File: config.mk
export PLATFORM = sky130hd
export DESIGN_NAME = wr_fifo_ddr_burst
export DESIGN_NICKNAME = d
export VERILOG_FILES = /design/src/rtl/wr_fifo_ddr_pkg.sv /design/src/rtl/wr_fifo_ddr_skid.sv /design/src/rtl/wr_fifo_ddr_burst.sv
export SDC_FILE = /design/constraint.sdc
export NUM_CORES = 1
export LEC_CHECK = 0
export ABC_AREA = 1
export BUFFER_PORTS_ARGS = -buffer_cell sky130_fd_sc_hd__buf_4
export CORE_ASPECT_RATIO = 1.75
export CORE_MARGIN = 2
export CORE_UTILIZATION = 55
export CTS_CLUSTER_SIZE = 14
export DETAILED_ROUTE_END_ITERATION = 16
export PLACE_DENSITY = 0.79
export SKIP_CTS_REPAIR_TIMING = 1
export SYNTH_ARGS = -nofsm -noshare
export SYNTH_HDL_FRONTEND = slang
export SYNTH_HIERARCHICAL = 1
export SYNTH_SLANG_ARGS = --single-unit
File: constraint.sdc
create_clock -name clk -period 6.8 [get_ports clk]
set_input_delay 1.36 -clock clk [delete_from_list [all_inputs] [get_ports clk]]
set_output_delay 1.36 -clock clk [all_outputs]
set_load 0.005 [all_outputs]
File: src/rtl/wr_fifo_ddr_pkg.sv
// rtl/wr_fifo_ddr_pkg.sv - shared types and sizing helpers for the FIFO-to-DDR burst writer
// Contents: FSM state enum, default byte-size localparams, burst size helper.
package wr_fifo_ddr_pkg;

   typedef enum logic [1:0] {
      ST_IDLE = 2'd0,
      ST_ADDR = 2'd1,
      ST_DATA = 2'd2,
      ST_RESP = 2'd3
   } state_e;

   // Sizes for the default configuration (128-bit beats, 64-beat bursts, 1024 bursts/frame)
   localparam int BYTES_PER_BEAT = 128 / 8;
   localparam int BURST_BYTES    = 64 * BYTES_PER_BEAT;
   localparam int FRAME_BYTES    = 1024 * BURST_BYTES;

   // Byte stride of one burst for an arbitrary configuration
   function automatic int burst_bytes(input int data_width, input int burst_len);
      return burst_len * (data_width / 8);
   endfunction

endpackage

File: src/rtl/wr_fifo_ddr_skid.sv
// rtl/wr_fifo_ddr_skid.sv - 2-entry skid buffer between the FIFO read port and the AXI W channel
// Ports:
//   clk, rst          : clock, synchronous active-high reset
//   push_i            : FIFO data valid this cycle (fifo_rd_en delayed by one)
//   push_data_i       : FIFO read data
//   pop_i             : W handshake (wvalid && wready)
//   buf_cnt_o         : words held in the buffer
//   wvalid_o, wdata_o : W channel valid/data
module wr_fifo_ddr_skid
   import wr_fifo_ddr_pkg::*;
#(
   parameter int DATA_WIDTH = 128
) (
   input  logic                  clk,
   input  logic                  rst,
   input  logic                  push_i,
   input  logic [DATA_WIDTH-1:0] push_data_i,
   input  logic                  pop_i,
   output logic [1:0]            buf_cnt_o,
   output logic                  wvalid_o,
   output logic [DATA_WIDTH-1:0] wdata_o
);

   logic [DATA_WIDTH-1:0] mem_q [2];
   logic                  wr_ptr_q, rd_ptr_q;
   logic [1:0]            cnt_q, cnt_d;
   logic                  empty, do_write, do_read;

   // The FIFO has no output register, so arriving data is bypassed straight to
   // the W channel when the buffer is empty; it is only stored if not taken.
   assign empty    = (cnt_q == 2'd0);
   assign do_write = push_i && !(empty && pop_i);
   assign do_read  = pop_i && !empty;
   assign cnt_d    = cnt_q + {1'b0, do_write} - {1'b0, do_read};

   always_ff @(posedge clk) begin
      if (rst) begin
         mem_q[0] <= '0;
         mem_q[1] <= '0;
         wr_ptr_q <= 1'b0;
         rd_ptr_q <= 1'b0;
         cnt_q    <= 2'd0;
      end else begin
         if (do_write) begin
            mem_q[wr_ptr_q] <= push_data_i;
            wr_ptr_q        <= ~wr_ptr_q;
         end
         if (do_read) begin
            rd_ptr_q <= ~rd_ptr_q;
         end
         cnt_q <= cnt_d;
      end
   end

   assign buf_cnt_o = cnt_q;
   assign wvalid_o  = !empty || push_i;
   assign wdata_o   = !empty ? mem_q[rd_ptr_q] : (push_i ? push_data_i : '0);

endmodule

File: src/rtl/wr_fifo_ddr_burst.sv
// rtl/wr_fifo_ddr_burst.sv - drains the wr_fifo read side into fixed-length AXI4 write bursts
// Ports:
//   clk, rst                               : read-side clock, synchronous active-high reset
//   fifo_rd_en/_data/_empty/_water_level   : FIFO read port
//   frame_start                            : rewinds the burst pointer to BASE_ADDR
//   awaddr/awlen/awvalid/awready           : AXI write-address channel
//   wdata/wlast/wvalid/wready              : AXI write-data channel
//   bresp/bvalid/bready                    : AXI write-response channel
//   busy, resp_err                         : status (resp_err sticky until rst)
module wr_fifo_ddr_burst
   import wr_fifo_ddr_pkg::*;
#(
   parameter int                    DATA_WIDTH   = 128,
   parameter int                    LEVEL_WIDTH  = 11,
   parameter int                    ADDR_WIDTH   = 28,
   parameter int                    BURST_LEN    = 64,
   parameter logic [ADDR_WIDTH-1:0] BASE_ADDR    = '0,
   parameter int                    FRAME_BURSTS = 1024
) (
   input  logic                   clk,
   input  logic                   rst,
   output logic                   fifo_rd_en,
   input  logic [DATA_WIDTH-1:0]  fifo_rd_data,
   input  logic                   fifo_rd_empty,
   input  logic [LEVEL_WIDTH-1:0] fifo_rd_water_level,
   input  logic                   frame_start,
   output logic [ADDR_WIDTH-1:0]  awaddr,
   output logic [7:0]             awlen,
   output logic                   awvalid,
   input  logic                   awready,
   output logic [DATA_WIDTH-1:0]  wdata,
   output logic                   wlast,
   output logic                   wvalid,
   input  logic                   wready,
   input  logic [1:0]             bresp,
   input  logic                   bvalid,
   output logic                   bready,
   output logic                   busy,
   output logic                   resp_err
);

   localparam int BURST_B = burst_bytes(DATA_WIDTH, BURST_LEN);
   localparam int BCNT_W  = (FRAME_BURSTS > 1) ? $clog2(FRAME_BURSTS) : 1;

   state_e                  state_q, state_d;
   logic [ADDR_WIDTH-1:0]   addr_q, addr_d;
   logic [BCNT_W-1:0]       bcnt_q, bcnt_d;
   logic [8:0]              req_cnt_q, req_cnt_d;
   logic [8:0]              beat_cnt_q, beat_cnt_d;
   logic                    pending_q, pending_d;
   logic                    resp_err_q, resp_err_d;
   logic                    inflight_q;
   logic [1:0]              buf_cnt;
   logic                    pop;
   logic [2:0]              occupancy;

   wr_fifo_ddr_skid #(.DATA_WIDTH(DATA_WIDTH)) u_skid (
      .clk        (clk),
      .rst        (rst),
      .push_i     (inflight_q),
      .push_data_i(fifo_rd_data),
      .pop_i      (pop),
      .buf_cnt_o  (buf_cnt),
      .wvalid_o   (wvalid),
      .wdata_o    (wdata)
   );

   assign pop = wvalid && wready;

   // Words buffered plus the one in flight, net of the beat leaving this cycle;
   // keeping this below 2 guarantees the skid buffer never overflows.
   assign occupancy = {1'b0, buf_cnt} + {2'b00, inflight_q} - {2'b00, pop};

   assign fifo_rd_en = (state_q == ST_DATA) && (req_cnt_q < 9'(BURST_LEN))
                       && !fifo_rd_empty && (occupancy < 3'd2);

   assign wlast    = wvalid && (beat_cnt_q == 9'(BURST_LEN - 1));
   assign awvalid  = (state_q == ST_ADDR);
   assign awaddr   = addr_q;
   assign awlen    = 8'(BURST_LEN - 1);
   assign bready   = (state_q == ST_RESP);
   assign busy     = (state_q != ST_IDLE);
   assign resp_err = resp_err_q;

   always_comb begin
      state_d    = state_q;
      addr_d     = addr_q;
      bcnt_d     = bcnt_q;
      req_cnt_d  = req_cnt_q + {8'd0, fifo_rd_en};
      beat_cnt_d = beat_cnt_q + {8'd0, pop};
      pending_d  = pending_q;
      resp_err_d = resp_err_q;

      if (state_q != ST_IDLE && frame_start) begin
         pending_d = 1'b1;
      end

      unique case (state_q)
         ST_IDLE: begin
            req_cnt_d  = '0;
            beat_cnt_d = '0;
            if (frame_start) begin
               addr_d = BASE_ADDR;
               bcnt_d = '0;
            end else if (fifo_rd_water_level >= LEVEL_WIDTH'(BURST_LEN) && !pending_q) begin
               state_d = ST_ADDR;
            end
         end
         ST_ADDR: begin
            if (awready) state_d = ST_DATA;
         end
         ST_DATA: begin
            if (pop && wlast) state_d = ST_RESP;
         end
         ST_RESP: begin
            if (bvalid) begin
               state_d = ST_IDLE;
               if (bresp != 2'b00) resp_err_d = 1'b1;
               // A rewind requested during the burst takes priority over advance/wrap
               if (pending_q || frame_start) begin
                  addr_d    = BASE_ADDR;
                  bcnt_d    = '0;
                  pending_d = 1'b0;
               end else if (bcnt_q == BCNT_W'(FRAME_BURSTS - 1)) begin
                  addr_d = BASE_ADDR;
                  bcnt_d = '0;
               end else begin
                  addr_d = addr_q + ADDR_WIDTH'(BURST_B);
                  bcnt_d = bcnt_q + 1'b1;
               end
            end
         end
         default: state_d = ST_IDLE;
      endcase
   end

   always_ff @(posedge clk) begin
      if (rst) begin
         state_q    <= ST_IDLE;
         addr_q     <= BASE_ADDR;
         bcnt_q     <= '0;
         req_cnt_q  <= '0;
         beat_cnt_q <= '0;
         pending_q  <= 1'b0;
         resp_err_q <= 1'b0;
         inflight_q <= 1'b0;
      end else begin
         state_q    <= state_d;
         addr_q     <= addr_d;
         bcnt_q     <= bcnt_d;
         req_cnt_q  <= req_cnt_d;
         beat_cnt_q <= beat_cnt_d;
         pending_q  <= pending_d;
         resp_err_q <= resp_err_d;
         inflight_q <= fifo_rd_en;
      end
   end

endmodule

* Word-level counts from Yosys, hierarchy flattened
Memory sizes are Yosys's and may differ from the RTL's. A register that Yosys moved wholly into a read port is not among the register bits.
Cells that the tools add are included.
** Word-level totals
- Bits in registers :: 65
- RAM bits :: 256
- Input port bits :: 148
- Output and inout bits :: 171
- Word-level logic and storage cells :: 95
- Memories kept :: 1
** Memories
- u_skid.mem_q :: depth 2, width 128, read ports 1, clocked after memory_dff 1, write ports 2, line wr_fifo_ddr_skid.sv:24 : logic [DATA_WIDTH-1:0] mem_q [2];
** Cells by class
- Add/subtract/negate cells :: 8
- Order comparisons :: 3
- Eq/ne operators :: 11
- Multiplexer cells :: 32
- Bitwise gates (word level) :: 2
- Reductions and logical operators :: 27
** Operators by type and width (count)
- $mux 128 :: 3
- $reduce_or 128->1 :: 1
- $mux 28 :: 4
- $pmux 28 s2 :: 1
- $mux 10 :: 4
- $add 28x11->28 const B :: 1
- $pmux 10 s2 :: 1
- $add 9x1->9 :: 2
- $mux 1 :: 13
- $ge 11x7->1 const B :: 1
- $logic_and 1x1->1 :: 11
- $add 10x1->10 const B :: 1
- $eq 10x10->1 const B :: 1
- $mux 2 :: 5
- $eq 9x6->1 const B :: 1
- $lt 9x7->1 const B :: 1
- $ne 2x2->1 const B :: 4
- $pmux 2 s4 :: 1
- $reduce_and 3->1 :: 2
- $reduce_bool 2->1 :: 3
- $reduce_and 5->1 :: 1
- $eq 2x2->1 const B :: 2
- $logic_not 1->1 :: 4
- $logic_not 2->1 :: 2
- 10 further kinds :: 13

* Logic depth before layout (Yosys ltp)
Gate-level depths: netlist of the first run.
- Depth in word-level cells :: 12
- Mapped depth :: 22
- Depth with buffers taken out :: 20

* By module
Netlist of the first run, hierarchy kept.
** Modules (own cells, without submodules)
- wr_fifo_ddr_skid :: times used 1, cells each 1291, area an instance 12336.8 µm², sequential area each 7787.5 µm²
- wr_fifo_ddr_burst :: times used 1, cells each 409, area an instance 2825.2 µm², sequential area each 1021.0 µm²

* Worst setup path before layout of the first run
Ideal clock, no wire load.
- Kind :: input -> register
- From :: input wready
- To :: memory u_skid.mem_q[1][0], enable pin
- Library setup time :: 492 ps
- Arrival :: 4780 ps
- Data required time :: 6308 ps
- Setup slack :: 1528 ps
- Stages on the path :: 7
- Buffers on the path :: 2
- Cell sequence :: nand2_1 > inv_1 > nand2_2 > nand3_1 > buf_4 > buf_4 > nand2_1
** RTL lines
- start, declared :: line wr_fifo_ddr_burst.sv:34 : input logic wready,
- end, declared :: line wr_fifo_ddr_skid.sv:24

* Final worst setup path of the first run
- From :: register u_skid.cnt_q[1] (netlist: u_skid/buf_cnt_o[1])
- To :: output fifo_rd_en
** Between the ends
- Cells in the longest elaborated chain, start to end :: 7
- Elaborated cells on any way between the ends :: 8
- Classes of those cells :: add/sub (2); order compare (1); reduce/logical (5)
** Ends and longest elaborated chain
- start, declared :: line wr_fifo_ddr_skid.sv:26 : logic [1:0] cnt_q, cnt_d;
- start signal, assigned :: line wr_fifo_ddr_skid.sv:51 : cnt_q <= cnt_d;
- $logic_not 2->1 :: line wr_fifo_ddr_skid.sv:31 : assign empty = (cnt_q == 2'd0);
- $logic_not 1->1 :: line wr_fifo_ddr_skid.sv:56 : assign wvalid_o = !empty || push_i;
- $logic_or 1x1->1 :: line wr_fifo_ddr_skid.sv:56
- $logic_and 1x1->1 :: line wr_fifo_ddr_burst.sv:68 : assign pop = wvalid && wready;
- via pop :: line wr_fifo_ddr_burst.sv:54 : logic pop;
- $sub 3x1->3 :: line wr_fifo_ddr_burst.sv:72 : assign occupancy = {1'b0, buf_cnt} + {2'b00, inflight_q} - {2'b00, pop};
- $lt 3x2->1 :: line wr_fifo_ddr_burst.sv:75 : && !fifo_rd_empty && (occupancy < 3'd2);
- $logic_and 1x1->1 :: line wr_fifo_ddr_burst.sv:75
- end, declared :: line wr_fifo_ddr_burst.sv:22 : output logic fifo_rd_en,
The timed path passes the listed nets, and every way through them passes these cells.

==> flow_metrics.py, run 1 <==
metrics = {
    "placement": {
        "hpwlAfterDp_um": 24900,
        "gp_congestion": 0.844,
        "port-buffer-count": 294,
    },
    "timing": {
        "max_freq_mhz": 179,
        "relSlewSlack": 0.262,
        "skew_ns": 0.0142,
        "slew_violations": 0,
        "finalHoldViolations": 0,
        "worstMarginPinSlew_ns": 1.10,
        "setup_violations": 0,
        "finalCritPeriodShare": 0.820,
        "final.setup.tns_ns": 0,
        "rsz0062_at_grt": "no",
        "finalCriticalPeriod_ns": 5.57,
    },
    "power": {
        "p_leak_nw": 7.67,
        "pwr-share-seq": 0.479,
        "swShare": 0.260,
        "pwr-share-comb": 0.169,
        "ir_drop_mv": 0.224,
        "p_clk_frac": 0.351,
        "p_int_mw": 3.41,
        "p_sw_mw": 1.20,
        "power_density_nw_per_um2": 252,
    },
    "detailed_routing": {
        "drtIter0Drc": 1168,
        "wirelength_um": 39900,
        "route.detailed.drc": 0,
        "routed_via_density": 5.46,
        "vias": 12700,
        "drtAntennaViolNets": 0,
        "firstDrtPassIters": 7,
        "routedWlPerCell_um": 17.2,
    },
    "synthesis": {
        "synth_top_cell_by_area": "edfxtp_1",
        "async_flop_share": 0,
        "netlist_instances": 1700,
        "yosys_warnings": 6,
        "synth_area_leaders": "edfxtp_1 (51%), nor2_1 (11%), o21ai_0 (8.7%), dfxtp_1 (7.4%), nand3_1 (5.1%)",
        "ys_types": 42,
        "syn-cell-area_um2": 15200,
        "synth-edff-count": 256,
        "ys_seq_area_frac": 0.581,
        "ys_top_cells_by_count": "nor2_1 (456), o21ai_0 (264), edfxtp_1 (256)",
        "synth_top_cell_area_share": 0.507,
        "synth.avg_cell_area_um2": 8.92,
        "synth_ff_type": "edfxtp_1",
        "synth.most_common_cell": "nor2_1",
        "ys_ff_latch": 312,
    },
    "run_status": {
        "outcome": "finished, final reports clean",
    },
    "floorplan": {
        "fp.coreArea_um2": 27200,
        "pin_count": 319,
        "die_y_um": 224,
        "die_x_um": 130,
        "row_count": 80,
        "initial_core_util": 0.557,
        "die_area_um2": 29000,
    },
    "worst_setup_path": {
        "cp.arrival_ns": 4.21,
        "r2r-start": "u_skid/buf_cnt_o[1]",
        "crit_chain": "nor2_4 -> inv_2 -> or2_1 -> nand2_1 -> inv_1 -> nor2_1 -> o21ai_0 -> fa_1 -> nand3_1 -> nor2_1 -> buf_4",
        "worstRegToRegCells": 9,
        "crit_slowest_cell": "nor2_4",
        "cp_slowest_stage_delay_ns": 0.86,
        "r2r-end": "u_skid/mem_q[0][8]",
        "end_kind": "output pin",
        "r2r_setup_slack_ns": 1.59,
        "cp_max_fo": 41,
        "cp.required_ns": 5.44,
        "cpMostUsedCell": "nor2_1",
        "crit_type": "flop to output pin",
        "startpoint_type": "flop",
    },
    "clock_tree": {
        "numCtsBuffers": 28,
        "clock-sinks": 312,
        "clk_pin_slew_ns": 0.06,
        "clockRootBuffer": "clkbuf_16",
        "htreeDepth": 1,
        "clockBufferDepth": 3,
        "clk-insertion-delay-late_ns": 0.54,
        "cts_tree": "yes",
    },
    "job": {
        "max-cap-violations": 0,
    },
    "finish": {
        "syn2layout_area_growth_pct": 20.5,
        "num_antenna_cells": 0,
        "fin_util": 0.671,
        "drive_above_1_share": 0.191,
        "nFillCells": 2224,
        "multi_input_area_um2": 5040,
        "seq_area_um2": 8820,
        "nets": 2091,
    },
    "global_routing": {
        "grt_overflow": 0,
        "grt_first_pass_wirelength_um": 61200,
        "grtUsageTotal": 0.265,
        "grt_pass1_vias": 12500,
        "antenna_found_initial": 0,
        "grt_max_degree": 93,
    },
    "worst_hold_path": {
        "min_path_type": "flop to flop",
        "worstHoldStart": "resp_err",
        "min_path_cells": 2,
        "hold_end": "resp_err",
    },
}
cells in the final DEF (no fill, tap or decap), types with 29 or more instances in the layout:
cell type | netlist | final
nand2_1 | 90 | 88
dfxtp_1 | 56 | 54
nor2_1 | 456 | 456
o21ai_0 | 264 | 264
buf_4 | 25 | 305
inv_1 | 188 | 187
edfxtp_1 | 256 | 256
nand3_1 | 153 | 152
clkbuf_16 | 0 | 29
a21oi_1 | 31 | 31
critical path, delay by kind of cell (launching register included):
family          cells  cell delay (ns)
compound gates      1             0.09
fa+ha+maj           1             0.53
buf+inv             3             0.84
flops               1             0.39
simple gates        6             1.79
worst max path at each step:
stage | from | endpoint | slack (ns) | cells after the start
floorplan | wready | u_skid/mem_q[1][0] | 1.53 | 7
global placement | u_skid/buf_cnt_o[1] | u_skid/mem_q[0][14] | 1.59 | 9
detailed placement | u_skid/buf_cnt_o[1] | u_skid/mem_q[0][50] | 1.61 | 9
CTS | u_skid/buf_cnt_o[1] | fifo_rd_en | 1.21 | 11
global route | u_skid/buf_cnt_o[1] | fifo_rd_en | 0.95 | 11
finish | u_skid/buf_cnt_o[1] | fifo_rd_en | 1.23 | 11
logic make-up (layout without fill, tap and decap cells):
logic type	count (synthesis)	in the layout	synth area share
AOI/OAI and AO/OA	317	317	0.106
xor gates and xnor gates	3	3	0.00173
adders and majority gates	13	13	0.0112
buffers and inverters	312	546	0.0932
DFF	312	312	0.581
other	2	18	0.000495
and+or+nand+nor	741	741	0.207
power by group through the flow:
stage | combinational (mW) | sequential (mW) | clock [mW]
3_3_place_gp | 0.756 | 2.24 | 0
6_report | 0.781 | 2.21 | 1.62
2_1_floorplan | 0.457 | 2.24 | 0
4_1_cts | 0.779 | 2.21 | 1.64
5_1_grt | 0.860 | 2.22 | 1.71
3_5_place_dp | 0.774 | 2.25 | 0
sequential cells by signal, indices dropped and copies added, names as in the netlist, named ones only:
register and count:
awaddr 18, bcnt_q 10, beat_cnt_q 9, inflight_q 1, pending_q 1, req_cnt_q 9, resp_err 1, state_q 2
u_skid/buf_cnt_o 2, u_skid/mem_q 256, u_skid/rd_ptr_q 1, u_skid/wr_ptr_q 1
layout make-up:
cell class | instances | area share
well taps | 369 | 0.0253
repair buffers | 306 | 0.126
inverters | 190 | 0.0392
clock buffers | 41 | 0.0433
clock inverters | 9 | 0.00767
flip-flops and latches | 312 | 0.482
multi-input cells | 1092 | 0.276
stage by stage:
| stage | cell area, um^2 | power (mW) | instances | worst slack (ns) | hold WS [ns] |
|---|---|---|---|---|---|
| after CTS | 18300 | 4.63 | 2319 | 1.21 | 0.460 |
| after detailed placement | 17300 | 3.03 | 2269 | 1.61 | 0.451 |
| after global routing | 18300 | 4.78 | 2319 | 0.954 | 0.494 |
| after global placement | 17300 | 3.00 | 2269 | 1.59 | 0.444 |
| after floorplan | 15200 | 2.70 | 1716 | 1.53 | 0.439 |
| final | 18300 | 4.61 | 2319 | 1.23 | 0.457 |
routing by layer:
layer / routed length [um] / share of wire / GRT usage / vias up
met2: 20700 / 0.52 / 0.483 / 556
li1: - / - / - / 6044
met5: 0 / 0 / 0 / -
met3: 2760 / 0.069 / 0.0396 / 103
met1: 14600 / 0.37 / 0.298 / 5950
met4: 1820 / 0.046 / 0.127 / 0
Power figures use the tool's default switching activity.
==> run 2, diff against run 1 <==
clock period = 5.4 ns   (was 6.8 ns; I/O delays follow)
==> flow_metrics.py, run 2 (synthesis gave the netlist of run 1 again) <==
metrics = {
    "finish": {
        "mostFrequentLayoutCells": "nor2_1 (456), buf_4 (306), o21ai_0 (264)",
        "largest_reg_flops": 256,
        "final_common_cell": "nor2_1",
        "syn2layout_area_growth_pct": 20.3,
        "drive_above_1_share": 0.192,
        "final_cells": 2325,
        "top_register": "u_skid/mem_q",
        "nets": 2093,
    },
    "job": {
        "max-cap-violations": 0,
    },
    "worst_setup_path": {
        "cp.arrival_ns": 3.10,
        "crit_chain": "or2_1 -> nand2_1 -> nor2_1 -> o21ai_0 -> fa_1 -> nand3_1 -> nor2_1 -> buf_4",
        "crit_family": "simple AND/OR/NAND/NOR gates",
        "crit_slowest_cell": "dfxtp_4",
        "cp_max_fo": 53,
        "cpMostUsedCell": "nor2_1",
        "crit_type": "flop to output pin",
        "startpoint_type": "flop",
        "end_kind": "output pin",
        "cp_slowest_stage_delay_ns": 0.78,
        "cp.required_ns": 4.32,
        "path_buf_inv": 1,
    },
    "timing": {
        "fin_ws_ns": 1.22,
        "slew_violations": 0,
        "finalCritPeriodShare": 0.775,
        "worstMarginPinSlew_ns": 1.02,
        "relSlewSlack": 0.321,
        "max_freq_mhz": 239,
        "final.setup.tns_ns": 0,
        "finalHoldViolations": 0,
        "skew_ns": 0.0195,
        "setup_violations": 0,
        "finalCriticalPeriod_ns": 4.18,
        "rsz0062_at_grt": "no",
    },
    "global_routing": {
        "antenna_found_initial": 2,
        "grt_first_pass_wirelength_um": 61000,
        "grt_overflow": 0,
        "grt_max_degree": 83,
        "grtUsageTotal": 0.264,
        "grt_pass1_vias": 12500,
    },
    "floorplan": {
        "pin_count": 319,
        "fp.coreArea_um2": 27200,
        "initial_core_util": 0.557,
        "die_x_um": 130,
        "row_count": 80,
        "die_y_um": 224,
        "die_area_um2": 29000,
    },
    "power": {
        "p_sw_mw": 1.51,
        "pwr-share-seq": 0.492,
        "p_int_mw": 4.14,
        "power_density_nw_per_um2": 310,
        "p_clk_frac": 0.333,
        "p_leak_nw": 7.65,
        "ir_drop_mv": 0.274,
        "pwr-share-comb": 0.175,
        "swShare": 0.267,
    },
    "detailed_routing": {
        "routed_via_density": 5.45,
        "vias": 12700,
        "drtIter0Drc": 1124,
        "drtAntennaViolNets": 0,
        "wirelength_um": 40000,
        "route.detailed.drc": 0,
        "firstDrtPassIters": 5,
        "routedWlPerCell_um": 17.2,
    },
    "clock_tree": {
        "clk_pin_slew_ns": 0.06,
        "htreeDepth": 1,
        "clk-insertion-delay-late_ns": 0.55,
        "numCtsBuffers": 28,
        "clockRootBuffer": "clkbuf_16",
        "clock-sinks": 312,
        "cts_tree": "yes",
        "clockBufferDepth": 3,
    },
    "placement": {
        "dp_cells": 2271,
        "hpwlAfterDp_um": 24500,
        "gp_congestion": 0.852,
        "dp_slack_ns": 1.73,
        "port-buffer-count": 294,
    },
    "run_status": {
        "outcome": "finished, final reports clean",
    },
    "worst_hold_path": {
        "min_path_type": "flop to flop",
    },
}
-- run 2: area by class of cell --
type / instances / area (um^2)
repair buffers: 308 / 2340
multi-input cells: 1092 / 5040
clock inverters: 7 / 35.0
diodes: 2 / 5.00
flip-flops and latches: 312 / 8820
inverters: 190 / 717
fillers: 2180 / 8990
well taps: 369 / 462
clock buffers: 45 / 826
-- run 2: path summary, 6_finish.rpt --
path,depth (start not counted),slack [ns],from,end
setup / recovery,8,1.22,inflight_q,fifo_rd_en
hold / removal,2,0.47,resp_err,resp_err
setup reg to reg,14,1.86,inflight_q,req_cnt_q[8]
hold reg to reg,2,0.47,resp_err,resp_err
-- run 2: power groups by stage --
stage | sequential [mW] | combinational, mW | clock [mW]
after floorplan | 2.82 | 0.576 | 0
after global placement | 2.83 | 0.955 | 0
after detailed placement | 2.83 | 0.979 | 0
after CTS | 2.78 | 0.985 | 1.92
after global routing | 2.79 | 1.08 | 2.01
final | 2.78 | 0.986 | 1.88
-- run 2: routing by layer --
layer	vias up	wire (um)	part of all wire	GRT usage
li1	6056	-	-	-
met1	5964	14300	0.36	0.293
met2	554	20800	0.52	0.477
met3	98	3020	0.076	0.0449
met4	0	1910	0.048	0.132
met5	-	0	0	0
-- run 2: worst reg2reg max path, cell delays in order, from the launching register on --
cell	delay (ns)
dfxtp_4	0.78
or2_1	0.26
nand2_1	0.10
nor2_1	0.19
o21ai_0	0.17
fa_1	0.55
nand3_1	0.09
nor2_1	0.25
ha_1	0.22
ha_1	0.18
nand3_1	0.12
nor2_1	0.16
nand4_1	0.12
o21ai_0	0.18
a21oi_1	0.05
-- run 2: stage by stage --
step	power, mW	utilization	hold WS, ns	area, um^2
final	5.65	0.670	0.466	18200
after floorplan	3.40	-	0.439	15200
after CTS	5.69	0.670	0.467	18200
after global placement	3.78	0.638	0.443	17400
after global routing	5.89	0.670	0.506	18200
after detailed placement	3.81	0.638	0.455	17400
